### src/rtl/ppi_arbiter_pkg.sv
// Shared types and constants for the two-requester PPI access arbiter.
package ppi_arbiter_pkg;

  typedef enum logic [2:0] {
    ST_IDLE   = 3'd0,
    ST_SETUP  = 3'd1,
    ST_STROBE = 3'd2,
    ST_HOLD   = 3'd3,
    ST_SAMPLE = 3'd4,
    ST_ACK    = 3'd5
  } state_e;

  typedef enum logic {
    REQ_CPU = 1'b0,
    REQ_AUX = 1'b1
  } req_id_e;

  localparam logic [1:0] PPI_A    = 2'd0;
  localparam logic [1:0] PPI_B    = 2'd1;
  localparam logic [1:0] PPI_C    = 2'd2;
  localparam logic [1:0] PPI_CTRL = 2'd3;

endpackage

### src/rtl/ppi_arbiter_if.sv
// Requester-side access port of ppi_arbiter; PPI_ARBITER_LOCK_EN adds the lock bit.
// Handshake: req is a level held (with we/addr/wdata/lock stable) until a one-cycle ack;
// rdata is valid from the ack cycle until that requester's next ack.
interface ppi_arbiter_if;
  logic       req;
  logic       we;
  logic [1:0] addr;
  logic [7:0] wdata;
  logic       ack;
  logic [7:0] rdata;
`ifdef PPI_ARBITER_LOCK_EN
  logic       lock;

  modport master (output req, we, addr, wdata, lock, input ack, rdata);
  modport slave  (input req, we, addr, wdata, lock, output ack, rdata);
`else
  modport master (output req, we, addr, wdata, input ack, rdata);
  modport slave  (input req, we, addr, wdata, output ack, rdata);
`endif
endinterface

### src/rtl/ppi_arbiter_pick.sv
// Grant selection with starvation counter; PPI_ARBITER_LOCK_EN adds bus locking.
module ppi_arbiter_pick
  import ppi_arbiter_pkg::*;
#(
  parameter int STARVE_LIMIT = 4
) (
  input  logic    clk,
  input  logic    reset,
  input  logic    cpu_req_i,
  input  logic    aux_req_i,
`ifdef PPI_ARBITER_LOCK_EN
  input  logic    cpu_lock_i,
  input  logic    aux_lock_i,
  input  logic    done_i,
`endif
  input  logic    take_i,
  output logic    grant_valid_o,
  output req_id_e grant_id_o
);

  localparam logic [3:0] LIMIT = 4'(STARVE_LIMIT);

  logic [3:0] starve_q, starve_d;
  logic       locked;

`ifdef PPI_ARBITER_LOCK_EN
  logic    lock_act_q, lock_act_d;
  logic    lock_pend_q, lock_pend_d;
  req_id_e owner_q, owner_d;
  req_id_e pend_owner_q, pend_owner_d;

  assign locked = lock_act_q;
`else
  assign locked = 1'b0;
`endif

  always_comb begin
    grant_valid_o = cpu_req_i | aux_req_i;
    grant_id_o    = (aux_req_i && (!cpu_req_i || starve_q == LIMIT)) ? REQ_AUX : REQ_CPU;
`ifdef PPI_ARBITER_LOCK_EN
    // A held lock excludes the other requester entirely, even if the owner is idle.
    if (lock_act_q) begin
      grant_valid_o = (owner_q == REQ_AUX) ? aux_req_i : cpu_req_i;
      grant_id_o    = owner_q;
    end
`endif
  end

  always_comb begin
    starve_d = starve_q;
    if (take_i && grant_valid_o && !locked) begin
      if (grant_id_o == REQ_AUX)
        starve_d = '0;
      else if (aux_req_i && starve_q < LIMIT)
        starve_d = starve_q + 4'd1;
    end
  end

`ifdef PPI_ARBITER_LOCK_EN
  always_comb begin
    lock_act_d   = lock_act_q;
    lock_pend_d  = lock_pend_q;
    owner_d      = owner_q;
    pend_owner_d = pend_owner_q;
    if (take_i && grant_valid_o) begin
      pend_owner_d = grant_id_o;
      lock_pend_d  = (grant_id_o == REQ_AUX) ? aux_lock_i : cpu_lock_i;
    end
    if (done_i) begin
      lock_act_d = lock_pend_q;
      owner_d    = pend_owner_q;
    end
  end

  always_ff @(posedge clk or posedge reset) begin
    if (reset) begin
      lock_act_q   <= 1'b0;
      lock_pend_q  <= 1'b0;
      owner_q      <= REQ_CPU;
      pend_owner_q <= REQ_CPU;
    end else begin
      lock_act_q   <= lock_act_d;
      lock_pend_q  <= lock_pend_d;
      owner_q      <= owner_d;
      pend_owner_q <= pend_owner_d;
    end
  end
`endif

  always_ff @(posedge clk or posedge reset) begin
    if (reset) starve_q <= '0;
    else       starve_q <= starve_d;
  end

endmodule

### src/rtl/ppi_arbiter.sv
// Arbitrates CPU and aux access to a PPI register file and generates its write strobe.
// Optional bus locking is compiled in with PPI_ARBITER_LOCK_EN.
module ppi_arbiter
  import ppi_arbiter_pkg::*;
#(
  parameter int STROBE_CYCLES = 2,
  parameter int STARVE_LIMIT  = 4
) (
  input  logic        clk,
  input  logic        reset,
  ppi_arbiter_if.slave cpu,
  ppi_arbiter_if.slave aux,
  output logic [1:0]  ppi_addr,
  output logic        ppi_we_n,
  output logic [7:0]  ppi_idata,
  input  logic [7:0]  ppi_odata,
  output logic        busy,
  output state_e      state_dbg
);

  localparam logic [2:0] STROBE_LAST = 3'(STROBE_CYCLES - 1);

  state_e     state_q, state_d;
  req_id_e    grantee_q, grantee_d;
  logic       acc_we_q, acc_we_d;
  logic [2:0] cnt_q, cnt_d;
  logic [1:0] addr_q, addr_d;
  logic [7:0] idata_q, idata_d;
  logic       we_n_q, we_n_d;
  logic       busy_q, busy_d;
  logic       cpu_ack_q, cpu_ack_d;
  logic       aux_ack_q, aux_ack_d;
  logic [7:0] cpu_rdata_q, cpu_rdata_d;
  logic [7:0] aux_rdata_q, aux_rdata_d;

  logic    grant_valid;
  req_id_e grant_id;

  ppi_arbiter_pick #(.STARVE_LIMIT(STARVE_LIMIT)) u_pick (
    .clk           (clk),
    .reset         (reset),
    .cpu_req_i     (cpu.req),
    .aux_req_i     (aux.req),
`ifdef PPI_ARBITER_LOCK_EN
    .cpu_lock_i    (cpu.lock),
    .aux_lock_i    (aux.lock),
    .done_i        (state_q == ST_ACK),
`endif
    .take_i        (state_q == ST_IDLE),
    .grant_valid_o (grant_valid),
    .grant_id_o    (grant_id)
  );

  always_comb begin
    state_d     = state_q;
    grantee_d   = grantee_q;
    acc_we_d    = acc_we_q;
    cnt_d       = cnt_q;
    addr_d      = addr_q;
    idata_d     = idata_q;
    cpu_rdata_d = cpu_rdata_q;
    aux_rdata_d = aux_rdata_q;
    case (state_q)
      ST_IDLE: begin
        if (grant_valid) begin
          state_d   = ST_SETUP;
          grantee_d = grant_id;
          if (grant_id == REQ_AUX) begin
            acc_we_d = aux.we;
            addr_d   = aux.addr;
            idata_d  = aux.wdata;
          end else begin
            acc_we_d = cpu.we;
            addr_d   = cpu.addr;
            idata_d  = cpu.wdata;
          end
        end
      end
      ST_SETUP: begin
        state_d = acc_we_q ? ST_STROBE : ST_SAMPLE;
        cnt_d   = '0;
      end
      ST_STROBE: begin
        if (cnt_q == STROBE_LAST) state_d = ST_HOLD;
        else                      cnt_d   = cnt_q + 3'd1;
      end
      ST_HOLD: state_d = ST_ACK;
      ST_SAMPLE: begin
        state_d = ST_ACK;
        if (grantee_q == REQ_AUX) aux_rdata_d = ppi_odata;
        else                      cpu_rdata_d = ppi_odata;
      end
      ST_ACK:  state_d = ST_IDLE;
      default: state_d = ST_IDLE;
    endcase

    // Outputs are decoded from the next state so every pin comes straight off a flop.
    we_n_d    = (state_d != ST_STROBE);
    busy_d    = (state_d != ST_IDLE);
    cpu_ack_d = (state_d == ST_ACK) && (grantee_d == REQ_CPU);
    aux_ack_d = (state_d == ST_ACK) && (grantee_d == REQ_AUX);
  end

  always_ff @(posedge clk or posedge reset) begin
    if (reset) begin
      state_q     <= ST_IDLE;
      grantee_q   <= REQ_CPU;
      acc_we_q    <= 1'b0;
      cnt_q       <= '0;
      addr_q      <= PPI_CTRL;
      idata_q     <= '0;
      we_n_q      <= 1'b1;
      busy_q      <= 1'b0;
      cpu_ack_q   <= 1'b0;
      aux_ack_q   <= 1'b0;
      cpu_rdata_q <= '0;
      aux_rdata_q <= '0;
    end else begin
      state_q     <= state_d;
      grantee_q   <= grantee_d;
      acc_we_q    <= acc_we_d;
      cnt_q       <= cnt_d;
      addr_q      <= addr_d;
      idata_q     <= idata_d;
      we_n_q      <= we_n_d;
      busy_q      <= busy_d;
      cpu_ack_q   <= cpu_ack_d;
      aux_ack_q   <= aux_ack_d;
      cpu_rdata_q <= cpu_rdata_d;
      aux_rdata_q <= aux_rdata_d;
    end
  end

  assign ppi_addr  = addr_q;
  assign ppi_we_n  = we_n_q;
  assign ppi_idata = idata_q;
  assign busy      = busy_q;
  assign state_dbg = state_q;
  assign cpu.ack   = cpu_ack_q;
  assign cpu.rdata = cpu_rdata_q;
  assign aux.ack   = aux_ack_q;
  assign aux.rdata = aux_rdata_q;

endmodule

### src/flat_wrapper.sv
// flat-port wrapper written by rule: the top's interface ports become plain ports
module ppi_arbiter_flat import ppi_arbiter_pkg::*;
#(
  parameter int STROBE_CYCLES = 2,
  parameter int STARVE_LIMIT  = 4
)
  (clk, reset, ppi_addr, ppi_we_n, ppi_idata, ppi_odata, busy, state_dbg, cpu_req, cpu_we, cpu_addr, cpu_wdata, cpu_ack, cpu_rdata, aux_req, aux_we, aux_addr, aux_wdata, aux_ack, aux_rdata);
  ppi_arbiter_if cpu_i ();
  ppi_arbiter_if aux_i ();
  input  logic clk;
  input  logic reset;
  output logic [1:0] ppi_addr;
  output logic ppi_we_n;
  output logic [7:0] ppi_idata;
  input  logic [7:0] ppi_odata;
  output logic busy;
  output state_e state_dbg;
  input wire logic [$bits(cpu_i.req)-1:0] cpu_req;
  input wire logic [$bits(cpu_i.we)-1:0] cpu_we;
  input wire logic [$bits(cpu_i.addr)-1:0] cpu_addr;
  input wire logic [$bits(cpu_i.wdata)-1:0] cpu_wdata;
  output wire logic [$bits(cpu_i.ack)-1:0] cpu_ack;
  output wire logic [$bits(cpu_i.rdata)-1:0] cpu_rdata;
  input wire logic [$bits(aux_i.req)-1:0] aux_req;
  input wire logic [$bits(aux_i.we)-1:0] aux_we;
  input wire logic [$bits(aux_i.addr)-1:0] aux_addr;
  input wire logic [$bits(aux_i.wdata)-1:0] aux_wdata;
  output wire logic [$bits(aux_i.ack)-1:0] aux_ack;
  output wire logic [$bits(aux_i.rdata)-1:0] aux_rdata;
  assign cpu_i.req = cpu_req;
  assign cpu_i.we = cpu_we;
  assign cpu_i.addr = cpu_addr;
  assign cpu_i.wdata = cpu_wdata;
  assign cpu_ack = cpu_i.ack;
  assign cpu_rdata = cpu_i.rdata;
  assign aux_i.req = aux_req;
  assign aux_i.we = aux_we;
  assign aux_i.addr = aux_addr;
  assign aux_i.wdata = aux_wdata;
  assign aux_ack = aux_i.ack;
  assign aux_rdata = aux_i.rdata;
  ppi_arbiter #(.STROBE_CYCLES(STROBE_CYCLES), .STARVE_LIMIT(STARVE_LIMIT)) u_core (.clk(clk), .reset(reset), .cpu(cpu_i), .aux(aux_i), .ppi_addr(ppi_addr), .ppi_we_n(ppi_we_n), .ppi_idata(ppi_idata), .ppi_odata(ppi_odata), .busy(busy), .state_dbg(state_dbg));
endmodule
### config.mk
export PLATFORM = sky130hd
export DESIGN_NAME = ppi_arbiter_flat
export DESIGN_NICKNAME = d
export VERILOG_FILES = /design/src/rtl/ppi_arbiter_pkg.sv /design/src/rtl/ppi_arbiter_if.sv /design/src/rtl/ppi_arbiter_pick.sv /design/src/rtl/ppi_arbiter.sv /design/src/flat_wrapper.sv
export SDC_FILE = /design/constraint.sdc
export NUM_CORES = 1
export LEC_CHECK = 0
export CAP_MARGIN = 20
export CORE_UTILIZATION = 32
export DETAILED_ROUTE_END_ITERATION = 6
export GPL_TIMING_DRIVEN = 0
export PLACE_DENSITY = 0.65
export SLEW_MARGIN = 10
export SYNTH_ARGS = -nofsm -noshare
export SYNTH_HDL_FRONTEND = slang
export SYNTH_SLANG_ARGS = --single-unit
### constraint.sdc
create_clock -name clk -period 2.7 [get_ports clk]
set_input_delay 0.405 -clock clk [delete_from_list [all_inputs] [get_ports clk]]
set_output_delay 0.405 -clock clk [all_outputs]
set_load 0.1 [all_outputs]
==> impl_metrics.tcl, run 1 <==
set metrics [dict create \
    crit_family "buffers and inverters" \
    drc 0 \
    post-route-min-period_ns 2.36 \
    clk_pin_slew_ns 0.08 \
    r2r_end "u_core.ppi_idata[2]$_DFFE_PP0P_" \
    ff2ff_path_depth 7 \
    cts_root_buf "clkbuf_8" \
    start_kind "flop" \
    finalCritPeriodShare_pct 87.3 \
    h-tree-depth 2 \
    ios 67 \
    synth.ff_latch_count 42 \
    cp-endpoint "ppi_addr[0]" \
    totalWireLength_mm 3.86 \
    avgSynthCellArea_um2 12.1 \
    crit_path_end_kind "primary output" \
    die_area_mm2 0.00633 \
    cts_sinks 42 \
    grt_pass1_vias 1422 \
    status "completed" \
    r2r_slack_ns 0.98 \
    synth_cells 159 \
    path_cells "clkdlybuf4s50_1" \
    arrival_ns 1.95 \
    setup_viol 0 \
    dr.first_iter.drc_count 73 \
    final_max_slew_viol_count 0 \
    yosys.area.top_type "dfrtp_1" \
    required_ns 2.30 \
    fmax_mhz 424 \
    antennaDiodeCount 0 \
    setup.worst_path.class "reg -> out" \
    hold_viol 0 \
    synth_cell_types 37 \
    core.rowCount 27 \
    grt_max_degree 23 \
    cts_made_buffers 5 \
    drive_above_1_share_pct 19.7 \
    grtUsageTotal_pct 13.5 \
    clk_latency_ns 0.29 \
    yosysSeqAreaShare_pct 54.8 \
    finClkSkew_ns 0.00248 \
    cts_buffer_depth 2 \
    synth_area_mm2 0.00192 \
    cts_tree "done" \
    via_count 1435 \
    cts_resized 0 \
    cp_num_cells 1 \
    drv_cap 0 \
    worst_path_max_delay_cell "clkdlybuf4s50_1" \
    final_nets 271 \
    finalSetupTns_ns 0 \
    chipHeight_um 79.5 \
    path_max_fanout 2 \
    core_area_mm2 0.00564 \
    rsz0062_at_grt "no" \
    grt-ovfl-total 0 \
    post_drt_wl_per_cell_um 12.6 \
    fp.dieW_um 79.5 \
    synth_nets 197 \
    tightest_slew_ns 0.996 \
    cp-startpoint "u_core.ppi_addr[0]$_DFFE_PP1P_" \
    grt_pass1_wl_mm 6.58 \
    syn2layout_area_growth_pct 46.1 \
    post_cts_buffers 0 \
    gp_congestion 0.718 \
    synth_area_leaders "dfrtp_1 51%, mux2_2 9.9%, mux2i_1 6.8%" \
    drtAntennaViolNets 0 \
    synth_top_area_share_pct 50.7 \
    hp-class "in -> async" \
    drt-pass1-iter-count 6 \
    max_slew_margin_pct 33.4 \
    ys_warn_count 0 \
    reg2reg_from "u_core.u_pick.starve_q[0]$_DFFE_PP0P_" \
    crit_path_max_incr_delay_ns 1.13 \
    cts_hold_buffers 0 \
    dpl.hpwl_mm 2.90 \
    portBuffers 66 \
    viasPerCell 4.69 \
    crit_buf_inv 1 \
    antenna_found_initial 0 \
    initial_core_util_pct 34.1 \
]
## Yosys cell counts
library cell and instances:
a21boi_2 1, or2b_1 1, nand2_2 1, dfrtp_1 39
o21ai_0 8, and3_1 1, nor3_1 1, buf_8 1
a22o_2 1, a22o_1 1, o22ai_1 1, buf_6 3
dfstp_2 3, buf_2 2, a41oi_1 1, and2_2 1
a21o_2 1, mux2_2 17, mux2i_1 13, ha_1 4
nor2b_1 4, o21a_4 1, a21oi_1 14, clkbuf_1 1
nor2_4 1, nor2_1 18, o32a_1 1, inv_1 7
nand3b_1 1, a31oi_1 1, nand2_1 3, a21oi_2 1
nand2b_1 1, nand3_1 1, nor3_4 1, a21boi_0 1
nor4b_2 1
## state kept, by name (all words and copies together), names as in the netlist
signal	count
u_core.busy	1
u_core.aux.ack	1
u_core.ppi_addr	2
u_core.ppi_idata	8
u_core.ppi_we_n	1
u_core.aux.rdata	8
u_core.grantee_q	1
u_core.state_dbg	3
u_core.acc_we_q	1
u_core.cpu.rdata	8
u_core.cnt_q	3
u_core.u_pick.starve_q	4
u_core.cpu.ack	1
## stage by stage
step / cells / hold slack [ns] / setup slack (ns) / utilization, % / instance area (um2)
floorplan: 159 / 0.485 / 0.646 / - / 1920
global placement: 297 / 0.491 / 0.447 / 47.4 / 2680
detailed placement: 298 / 0.494 / 0.641 / 47.9 / 2700
CTS: 306 / 0.473 / 0.326 / 49.8 / 2810
global route: 306 / 0.506 / 0.295 / 49.8 / 2810
finish: 306 / 0.460 / 0.342 / 49.8 / 2810
## layout by cell type, fill, tap and decap left out, types with 2 or more instances in the layout
master,n
buf_2,2
inv_1,6
buf_6,3
clkbuf_8,5
dfrtp_1,39
o21ai_0,8
clkdlybuf4s50_1,66
mux2_2,17
mux2i_1,13
nand2_1,3
nor2b_1,4
dfstp_2,3
nor2_1,18
a21oi_1,14
clkinv_2,2
ha_1,4
## how the worst min path moves through the flow
stage | endpoint | slack [ns] | depth (start not counted)
floorplan | u_core.cnt_q[2]$_DFFE_PP0P_ | 0.48 | 2
global placement | u_core.cpu.rdata[2]$_DFFE_PP0P_ | 0.49 | 1
detailed placement | u_core.aux.rdata[4]$_DFFE_PP0P_ | 0.49 | 1
CTS | u_core.ppi_idata[1]$_DFFE_PP0P_ | 0.47 | 2
global route | u_core.acc_we_q$_DFFE_PP0P_ | 0.51 | 2
finish | u_core.ppi_idata[5]$_DFFE_PP0P_ | 0.46 | 2
## cells by family after synthesis
family          after synthesis  synth area share, %
flops                        42                 54.8
simple gates                 36                 10.3
compound gates               33                 11.0
mux                          30                 16.7
buf+inv                      14                 4.62
fa+ha+maj                     4                 2.60
## metal layers
layer / part of all wire, % / up-vias / global-route usage, %
met5: 0 / - / 0
met4: 0.98 / 0 / 4.36
met3: 7.1 / 6 / 4.46
met2: 45 / 51 / 20.9
met1: 46 / 673 / 17.5
li1: - / 705 / -
## area by class of cell
type	count	area [um2]
inverters	7	26.3
repair buffers	67	688
well taps	72	90.1
clock inverters	3	40.0
flip-flops and latches	42	1050
plain buffers	7	62.6
multi-input cells	103	781
fillers	522	2830
clock buffers	5	68.8
Power of run 1 is not shown: default switching activity piles up to over one toggle a cycle in this logic, so the estimate is an artifact.
==> run 2: changes to the inputs <==
--- a/config.mk
+++ b/config.mk
@@ -9,6 +9,7 @@
 export CORE_UTILIZATION = 32
 export DETAILED_ROUTE_END_ITERATION = 6
 export GPL_TIMING_DRIVEN = 0
+export MAX_ROUTING_LAYER = met4
 export PLACE_DENSITY = 0.65
 export SLEW_MARGIN = 10
 export SYNTH_ARGS = -nofsm -noshare
==> run 2 against run 1 <==
Sequential share of layout area is the same. Highest routed layer unchanged. Critical path depth did not move. Via count about the same. Largest cell class unchanged. Cell area did not move. Die area is the same. Critical endpoint unchanged. Wire length rose by 0.31%. Sequential cell count unchanged. Non-clock buffer count stayed put. Register-to-register slack barely moved.
==> impl_metrics.tcl, run 2 (same netlist as run 1, synthesis figures left out) <==
set metrics [dict create \
    status "completed" \
    post_drt_wl_per_cell_um 12.7 \
    viasPerCell 4.69 \
    arrival_ns 1.95 \
    h-tree-depth 2 \
    dpl.hpwl_mm 2.90 \
    finClkSkew_ns 0.00259 \
    grt_pass1_wl_mm 6.59 \
    crit_path_max_incr_delay_ns 1.13 \
    initial_core_util_pct 34.1 \
    drv_cap 0 \
    fmax_mhz 424 \
    fin_util_pct 49.8 \
    ios 67 \
    start_kind "flop" \
    grtUsageMet3_pct 3.66 \
    final_common_cell "clkdlybuf4s50_1" \
    busiest_layer "met2" \
    finalCritPeriodShare_pct 87.3 \
    final_nets 271 \
    ff2ff_path_depth 7 \
    totalWireLength_mm 3.87 \
    path_max_fanout 2 \
    portBuffers 66 \
    syn2layout_area_growth_pct 46.1 \
    cts_hold_buffers 0 \
    finalSetupTns_ns 0 \
    hp-class "in -> async" \
    core_area_mm2 0.00564 \
    cts_resized 0 \
    final_max_slew_viol_count 0 \
    grtUsageTotal_pct 13.9 \
    grt_util_met2_pct 20.9 \
    die_area_mm2 0.00633 \
    drt-pass1-iter-count 5 \
    post_cts_buffers 0 \
    cts_root_buf "clkbuf_8" \
    antennaDiodeCount 0 \
    grt_pass1_vias 1427 \
    reg2reg_from "u_core.u_pick.starve_q[0]$_DFFE_PP0P_" \
    crit_path_end_kind "primary output" \
    dr.first_iter.drc_count 83 \
    chipHeight_um 79.5 \
    drc 0 \
    tightest_slew_ns 0.995 \
    setup.worst_path.class "reg -> out" \
    grt_max_degree 23 \
    clk_pin_slew_ns 0.08 \
    max_slew_margin_pct 33.4 \
    worst_path_max_delay_cell "clkdlybuf4s50_1" \
    pre_cts_slack_ns 0.641 \
    hold_viol 0 \
    grt-ovfl-total 0 \
    core.rowCount 27 \
    cp_num_cells 1 \
    via_count 1436 \
    hold_slack_ns 0.460 \
    met1_usage_pct 18.1 \
    r2r_slack_ns 0.98 \
    crit_family "buffers and inverters" \
    fp.dieW_um 79.5 \
    required_ns 2.30 \
    path_cells "clkdlybuf4s50_1" \
    drive_above_1_share_pct 19.7 \
    cts_sinks 42 \
    post-route-min-period_ns 2.36 \
    cts_tree "done" \
    cts_buffer_depth 2 \
    cts_made_buffers 5 \
    r2r_end "u_core.ppi_idata[2]$_DFFE_PP0P_" \
    gp_congestion 0.726 \
    crit_buf_inv 1 \
    setup_viol 0 \
    antenna_found_initial 0 \
    drtAntennaViolNets 0 \
    final.setup.worst_slack_ns 0.342 \
    clk_latency_ns 0.29 \
    mostFrequentLayoutCells "66 x clkdlybuf4s50_1, 39 x dfrtp_1, 18 x nor2_1" \
    rsz0062_at_grt "no" \
]
## run 2: layer usage
layer | wire length, um | vias up
met3 | 232 | 6
met5 | 0 | -
met2 | 1760 | 51
li1 | - | 704
met4 | 38 | 0
met1 | 1840 | 675
## run 2: stage by stage
step | std cells | area [um2]
6_report | 306 | 2810
5_1_grt | 306 | 2810
4_1_cts | 306 | 2810
3_5_place_dp | 298 | 2700
3_3_place_gp | 297 | 2680
2_1_floorplan | 159 | 1920
## run 2: area by class of cell
cell class                      count  area, um2
Buffer                              7       62.6
Clock buffer                        5       68.8
Clock inverter                      3       40.0
Fill cell                         522       2830
Inverter                            7       26.3
Multi-Input combinational cell    103        781
Sequential cell                    42       1050
Tap cell                           72       90.1
Timing Repair Buffer               67        688
## run 2: how the worst max path moves through the flow
| stage | from | endpoint | slack [ns] |
|---|---|---|---|
| floorplan | u_core.state_dbg[0]$_DFF_PP0_ | u_core.cpu.rdata[0]$_DFFE_PP0P_ | 0.65 |
| global placement | reset | u_core.cnt_q[1]$_DFFE_PP0P_ | 0.45 |
| detailed placement | aux_req | u_core.ppi_idata[2]$_DFFE_PP0P_ | 0.64 |
| CTS | u_core.ppi_addr[0]$_DFFE_PP1P_ | ppi_addr[0] | 0.33 |
| global route | u_core.ppi_addr[0]$_DFFE_PP1P_ | ppi_addr[0] | 0.30 |
| finish | u_core.ppi_addr[0]$_DFFE_PP1P_ | ppi_addr[0] | 0.34 |
Power of run 2 is left out for the same reason.
